**src/rtl/packet_tx_engine.sv**
```systemverilog
// Serialises buffered packet slots onto the output link with ready/valid, sop/eop and size checks.
// Define CRC_GEN_EN to replace the stored CRC word with one computed on the fly.
module packet_tx_engine #(
   parameter int                UWIDTH    = 8,
   parameter int                PTR_IN_SZ = 4,
   parameter int                SIZE_BITS = 3,
   parameter int                CNT_W     = 16,
   parameter logic [UWIDTH-1:0] CRC_POLY  = 8'h07
) (
   input  logic                 clk,
   input  logic                 rst,
   input  logic                 rempty,
   input  logic [UWIDTH-1:0]    rdata,
   output logic [PTR_IN_SZ-1:0] raddr_in,
   output logic                 rinc,
   output logic [UWIDTH-1:0]    packet_out,
   output logic                 packet_valid,
   output logic                 packet_sop,
   output logic                 packet_eop,
   input  logic                 out_ready,
   output logic                 err_size,
   output logic [CNT_W-1:0]     pkt_count
);

   localparam int SLOT_WORDS = 1 << PTR_IN_SZ;
   localparam logic [PTR_IN_SZ-1:0] ADDR_SRC  = '0;
   localparam logic [PTR_IN_SZ-1:0] ADDR_SIZE = PTR_IN_SZ'(2);

   typedef enum logic [2:0] {IDLE, LOAD, HDR, DATA, TAIL} state_t;

   state_t               state;
   logic [SIZE_BITS-1:0] len;
   logic [SIZE_BITS-1:0] size_len;
   logic                 size_bad;
   logic                 xfer;

   // A slot must hold SRC, DST, SIZE, len data words and the CRC word.
   assign size_len = rdata[SIZE_BITS-1:0];
   assign size_bad = (size_len == '0) || ((int'(size_len) + 4) > SLOT_WORDS);

   assign packet_valid = (state == HDR) || (state == DATA) || (state == TAIL);
   assign packet_sop   = (state == HDR) && (raddr_in == ADDR_SRC);
   assign packet_eop   = (state == TAIL);
   assign xfer         = packet_valid && out_ready;
   assign err_size     = (state == LOAD) && size_bad;
   assign rinc         = ((state == TAIL) && out_ready) || err_size;

`ifdef CRC_GEN_EN
   logic [UWIDTH-1:0] crc;

   function automatic logic [UWIDTH-1:0] crc_next(input logic [UWIDTH-1:0] c,
                                                  input logic [UWIDTH-1:0] w);
      logic [UWIDTH-1:0] r;
      r = c ^ w;
      for (int i = 0; i < UWIDTH; i++)
         r = r[UWIDTH-1] ? ((r << 1) ^ CRC_POLY) : (r << 1);
      return r;
   endfunction

   assign packet_out = (state == TAIL) ? crc : rdata;

   always_ff @(posedge clk or negedge rst) begin
      if (!rst)
         crc <= '0;
      else if (state == LOAD)
         crc <= '0;
      else if (xfer && (state != TAIL))
         crc <= crc_next(crc, rdata);
   end
`else
   logic unused_poly;
   assign unused_poly = ^CRC_POLY;

   // Address keeps counting through DATA, so TAIL reads the stored CRC at 3+len.
   assign packet_out = rdata;
`endif

   always_ff @(posedge clk or negedge rst) begin
      if (!rst) begin
         state     <= IDLE;
         raddr_in  <= '0;
         len       <= '0;
         pkt_count <= '0;
      end else begin
         case (state)
            IDLE: begin
               raddr_in <= ADDR_SIZE;
               if (!rempty)
                  state <= LOAD;
            end
            LOAD: begin
               len <= size_len;
               if (size_bad) begin
                  raddr_in <= ADDR_SIZE;
                  state    <= IDLE;
               end else begin
                  raddr_in <= ADDR_SRC;
                  state    <= HDR;
               end
            end
            HDR: begin
               if (out_ready) begin
                  raddr_in <= raddr_in + PTR_IN_SZ'(1);
                  if (raddr_in == ADDR_SIZE)
                     state <= DATA;
               end
            end
            DATA: begin
               if (out_ready) begin
                  raddr_in <= raddr_in + PTR_IN_SZ'(1);
                  len      <= len - SIZE_BITS'(1);
                  if (len == SIZE_BITS'(1))
                     state <= TAIL;
               end
            end
            TAIL: begin
               if (out_ready) begin
                  raddr_in  <= ADDR_SIZE;
                  pkt_count <= pkt_count + CNT_W'(1);
                  state     <= IDLE;
               end
            end
            default: state <= IDLE;
         endcase
      end
   end

endmodule
```
**config.mk**
```make
export PLATFORM = sky130hd
export DESIGN_NAME = packet_tx_engine
export DESIGN_NICKNAME = d
export VERILOG_FILES = /design/src/rtl/packet_tx_engine.sv
export SDC_FILE = /design/constraint.sdc
export NUM_CORES = 1
export LEC_CHECK = 0
export CAP_MARGIN = 20
export CORE_ASPECT_RATIO = 2
export CORE_MARGIN = 5
export CORE_UTILIZATION = 42
export DETAILED_ROUTE_END_ITERATION = 10
export GPL_TIMING_DRIVEN = 0
export PLACE_DENSITY = 0.72
export SLEW_MARGIN = 0
export SYNTH_ARGS = -nofsm -noshare
export SYNTH_HDL_FRONTEND = slang
export SYNTH_SLANG_ARGS = --single-unit
export TNS_END_PERCENT = 30
```
**constraint.sdc**
```tcl
create_clock -name clk -period 1.5 [get_ports clk]
set_clock_uncertainty 0.1 [all_clocks]
set_input_delay 0.15 -clock clk [delete_from_list [all_inputs] [get_ports clk]]
set_output_delay 0.15 -clock clk [all_outputs]
set_load 0.05 [all_outputs]
```
## Word level (Yosys, flattened, before mapping)

Cells that the tools add are included.

- Register bits: 26
- Bits in latches: 0
- RAM bits: 0
- Bits in read-only memories: 0
- Output and inout port bits: 33
- Memories kept: 0

- $add $sub $neg: 4
- Multipliers: 0
- Div/mod/pow operators: 0
- $lt $le $gt $ge: 1
- Equal/unequal tests: 13
- Shift-type cells: 0
- Muxes and demuxes: 14
- Bitwise logic cells: 0
- Reductions and logical operators: 17

Operator list:

| cell | count |
|---|---|
| two-way mux 3 bit | 7 |
| adder 16 x 1 -> 16 bit, second input constant | 1 |
| one-hot mux 4 bit (4 select lines) | 1 |
| one-hot mux 3 bit (5 select lines) | 1 |
| two-way mux 4 bit | 2 |
| != test 2 x 1 -> 1 bit, second input constant | 4 |
| equality test 3 x 1 -> 1 bit, second input constant | 2 |
| equality test 3 x 2 -> 1 bit, second input constant | 2 |
| zero test 3 bit | 2 |
| != test 2 bit, second input constant | 3 |
| one-hot mux 3 bit (2 select lines) | 1 |
| AND reduction 6 bit | 1 |
| greater-than comparator 4 x 5 -> 1 bit, second input constant | 1 |
| adder 3 x 3 -> 4 bit, second input constant | 1 |
| adder 4 x 1 -> 4 bit, second input constant | 1 |
| equality test 4 x 2 -> 1 bit, second input constant | 1 |
| zero test 4 bit | 1 |
| logical OR 1 bit | 4 |
| two-way mux 2 bit | 2 |
| AND reduction 2 bit | 2 |
| nonzero test 4 bit | 1 |
| equality test 3 bit, second input constant | 1 |
| logical AND 1 bit | 3 |
| AND reduction 3 bit | 1 |
| other kinds (3) | 3 |

## Depth between registers and ports, before layout

- Word-level depth: 5
- Gate-level depth with buffers: 5

## Least setup slack after synthesis

No wires, ideal clock.

- Kind: reg2out
- Start: reg state[0]
- End: out rinc
- Data arrival time: 2.834 ns
- Data required time: 1.250 ns
- Path slack: -1.584 ns
- Stages on the path, launching flop included: 6
- Path buffers: 1
- Path through: dfrtp_1 -> buf_2 -> inv_1 -> or3_1 -> nor4_1 -> or2_2

- Cells in the longest elaborated chain, start to end: 3
- Elaborated cells between the ends (all ways): 5

RTL lines:

| element | line | RTL |
|---|---|---|
| start, declared | 31 | `state_t state;` |
| start signal, assigned | 80 | `state <= IDLE;` |
| start signal, assigned | 89 | `state <= LOAD;` |
| start signal, assigned | 95 | `state <= IDLE;` |
| equality test 3 x 1 -> 1 bit | 45 | `assign err_size = (state == LOAD) && size_bad;` |
| logical AND 1 bit | 45 |  |
| net err_size | 21 | `output logic err_size,` |
| logical OR 1 bit | 46 | `assign rinc = ((state == TAIL) && out_ready) \|\| err_size;` |
| end, declared | 15 | `output logic rinc,` |

The timed path passes the listed nets, and every way through them passes these cells.

## Worst setup path in the final report

- Start: reg state[2]
- End: out rinc

- Cells in the longest elaborated chain, start to end: 3
- Elaborated cells between the ends (all ways): 5

RTL lines:

| element | line |
|---|---|
| equality test 3 bit or equality test 3 x 1 -> 1 bit (tied branches) | 46, 45 |
| logical AND 1 bit, on equally long branches | 46, 45 |
| logical OR 1 bit (*) | 46 |

Mark *: on every way between the ends. The rest lies on a longest branch, timed or not.

==> results.sh <==
export IMPL_dieArea_sq_um=4790
export IMPL_initial_core_util_pct=42.8
export IMPL_drv_cap=0
export IMPL_status="finished, violations left"
export IMPL_insertedDiodeCount=0
export IMPL_layout_nets=221
export IMPL_cp_start_kind="flip-flop"
export IMPL_yosys_warnings=0
export IMPL_wl_per_cell_microns=16.4
export IMPL_cpPeakStageDelay_ns=0.44
export IMPL_pre_cts_ws_ns=-0.808
export IMPL_r2r_slack_ns=-0.19
export IMPL_worstPathCellList="or3_4 -> nor4_4 -> or2_4 -> buf_8"
export IMPL_worst_path_max_delay_cell="dfrtp_1"
export IMPL_finalHoldWorstSlack_ns=0.158
export IMPL_area_growth_pct=50.6
export IMPL_antenna_found_initial=0
export IMPL_dpl_cell_area_sq_um=1950
export IMPL_grt_max_degree=16
export IMPL_cp_end_kind="output port"
export IMPL_min_path_type="input pin to asynchronous set/reset pin"
export IMPL_final_cell_area_sq_um=2180
export IMPL_critPathMaxFanout=4
export IMPL_final_common_cell="dfrtp_1"
export IMPL_overflow=0
export IMPL_port_buffers=39
export IMPL_fmax_mhz=528
export IMPL_ctsHtreeMaxLevel=1
export IMPL_gp_congestion=0.879
export IMPL_rows=30
export IMPL_core_sq_um=3380
export IMPL_cts_sinks=26
export IMPL_ios=45
export IMPL_post_route_period_util_pct=126
export IMPL_fp_dieW_microns=51.5
export IMPL_cts_root_buf="clkbuf_8"
export IMPL_slew_violations=0
export IMPL_die_h_microns=93.0
export IMPL_hpwlAfterDp_mm=2.72
export IMPL_relSlewSlack_pct=57.1
export IMPL_viasPerCell=5.62
export IMPL_ant_nets=0
export IMPL_synthesis_area_sq_um=1450
export IMPL_irDropWorstVdd_uv=1060
export IMPL_synth_area_per_cell_sq_um=9.71
export IMPL_arrival_ns=1.65
export IMPL_violations="setup timing"
export IMPL_wl_mm=3.83
export IMPL_drt_iter0_drc=42
export IMPL_firstDrtPassIters=4
export IMPL_required_ns=1.25
export IMPL_multiInputGateArea_sq_um=781
export IMPL_rsz0062_at_grt="yes"
export IMPL_grt_pass1_vias=1393
export IMPL_drc=0
export IMPL_setup_violations=14
export IMPL_synth_seq_cells=26
export IMPL_via_count=1314
export IMPL_postSynthCellCount=149
export IMPL_cts_tree="built"
export IMPL_grt_pass1_wl_mm=6.22
export IMPL_finalHoldViolCount=0
export IMPL_finalCriticalPeriod_ns=1.90
export IMPL_finalPower_w=0.00304
export IMPL_powerDensity_nw_per_um2=1390
export IMPL_drive_gt1_share_pct=37.1
export IMPL_path_class="flip-flop to output port"
export IMPL_worstMarginPinSlew_ns=0.641
export IMPL_clkLatencyLatePin_ns=0.28
export IMPL_leakagePower_nw=1.03
export IMPL_yosysSeqAreaShare_pct=45.0
export IMPL_nFillCells=270
export IMPL_numCtsBuffers=3
export IMPL_setup_slack_ns=-0.395
export IMPL_yosysUniqueCellTypes=35
export IMPL_regArea_sq_um=661
export IMPL_synth_fp_nets=167
export IMPL_most_common_layout_cells="dfrtp_1, buf_4, clkdlybuf4s50_1, inv_1, a21oi_1"
export IMPL_grt_use_total_pct=16.8
export IMPL_path_clk_slew_ns=0.10
export IMPL_clock_path_buffers=2
-- synthesized netlist by cell type --
library cell,number,area share [%]
and4_1,1,0.61
nand3b_1,1,0.52
clkbuf_1,3,0.78
and3_1,4,1.7
o32ai_1,1,0.61
dfrtp_1,26,45
or2_2,1,0.43
nand4_1,4,1.7
buf_2,1,0.35
nand2b_1,1,0.43
ha_1,6,5.2
a21oi_1,9,3.1
o21a_1,1,0.52
buf_6,1,0.78
inv_1,10,2.6
o22ai_1,3,1.3
nor2_1,10,2.6
nor4_4,1,1.5
xnor2_1,8,4.8
and2_1,1,0.43
nor3_1,8,2.8
nand4_4,1,1.5
o21ai_0,5,1.7
buf_4,8,4.2
mux2_2,1,0.78
o311ai_0,1,0.61
o22a_1,1,0.61
xor2_1,7,4.2
nand2_1,9,2.3
or3_1,1,0.43
a31oi_1,2,0.86
and4bb_1,1,0.86
nor2b_1,3,1.3
nor4_1,1,0.43
nand3_1,7,2.4
-- cell type report --
cell class | count | area share, %
multi-input combinational | 100 | 35.8
inverter | 10 | 1.72
timing repair buffer | 49 | 22.1
sequential | 26 | 30.3
clock inverter | 1 | 1.38
tap | 32 | 1.84
buffer | 13 | 4.88
clock buffer | 3 | 1.90
-- registers in the layout, summed over array words and instances, names as in the netlist --
register and count:
pkt_count 16, raddr_in 4, len 3, state 3
-- critical path: cells and delay by family, from the launching register on --
family	cells	cell delay (ns)
AND/OR/NAND/NOR	3	0.79
flip-flops	1	0.44
buffers and inverters	1	0.13
-- report_power, final --
| part | leakage, nW | internal [W] | total (W) | switching (W) |
|---|---|---|---|---|
| Combinational | 0.678 | 0.000574 | 0.00145 | 0.000873 |
| Clock | 0.0357 | 0.000358 | 0.000596 | 0.000239 |
| Sequential | 0.317 | 0.000836 | 0.000994 | 0.000158 |
| Total | 1.03 | 0.00177 | 0.00304 | 0.00127 |
-- worst paths after layout --
kind / start / cells after the start / to
min reg2reg: pkt_count[15] / 1 / pkt_count[15]
min in group clk: pkt_count[15] / 1 / pkt_count[15]
max: state[2] / 4 / rinc
max in group asynchronous: rst / 2 / state[1]
min: rst / 1 / pkt_count[3]
max reg2reg: state[2] / 6 / pkt_count[15]
-- metal layers --
layer	share of wire (%)	global-route usage (%)
met5	0	0
met4	4.1	9.19
met3	4.2	1.75
met2	56	31.8
met1	35	17.0
-- stage by stage --
stage	instances	TNS, ns	utilization [%]
floorplan	149	-1.28	-
global placement	220	-13.83	56.9
detailed placement	221	-9.28	57.7
CTS	231	-2.03	62.9
global route	234	-3.43	64.5
finish	234	-2.32	64.5
-- cells by family after synthesis --
family,Yosys count,synth area share (%)
buffers and inverters,23,8.65
DFF,26,45.0
xor gates and xnor gates,15,9.08
adders and majority gates,6,5.19
and+or+nand+nor,55,22.0
AOI/OAI and AO/OA,23,9.34
muxes,1,0.778
-- what timing repair did --
item	CTS	global route
setup endpoints to repair	37	30
hold endpoints to repair	0	0
hold buffers	0	0
resized for setup	87	33
pin swaps	10	6
buffers inserted	6	4
Note: power is estimated with default switching activity, not from simulation.
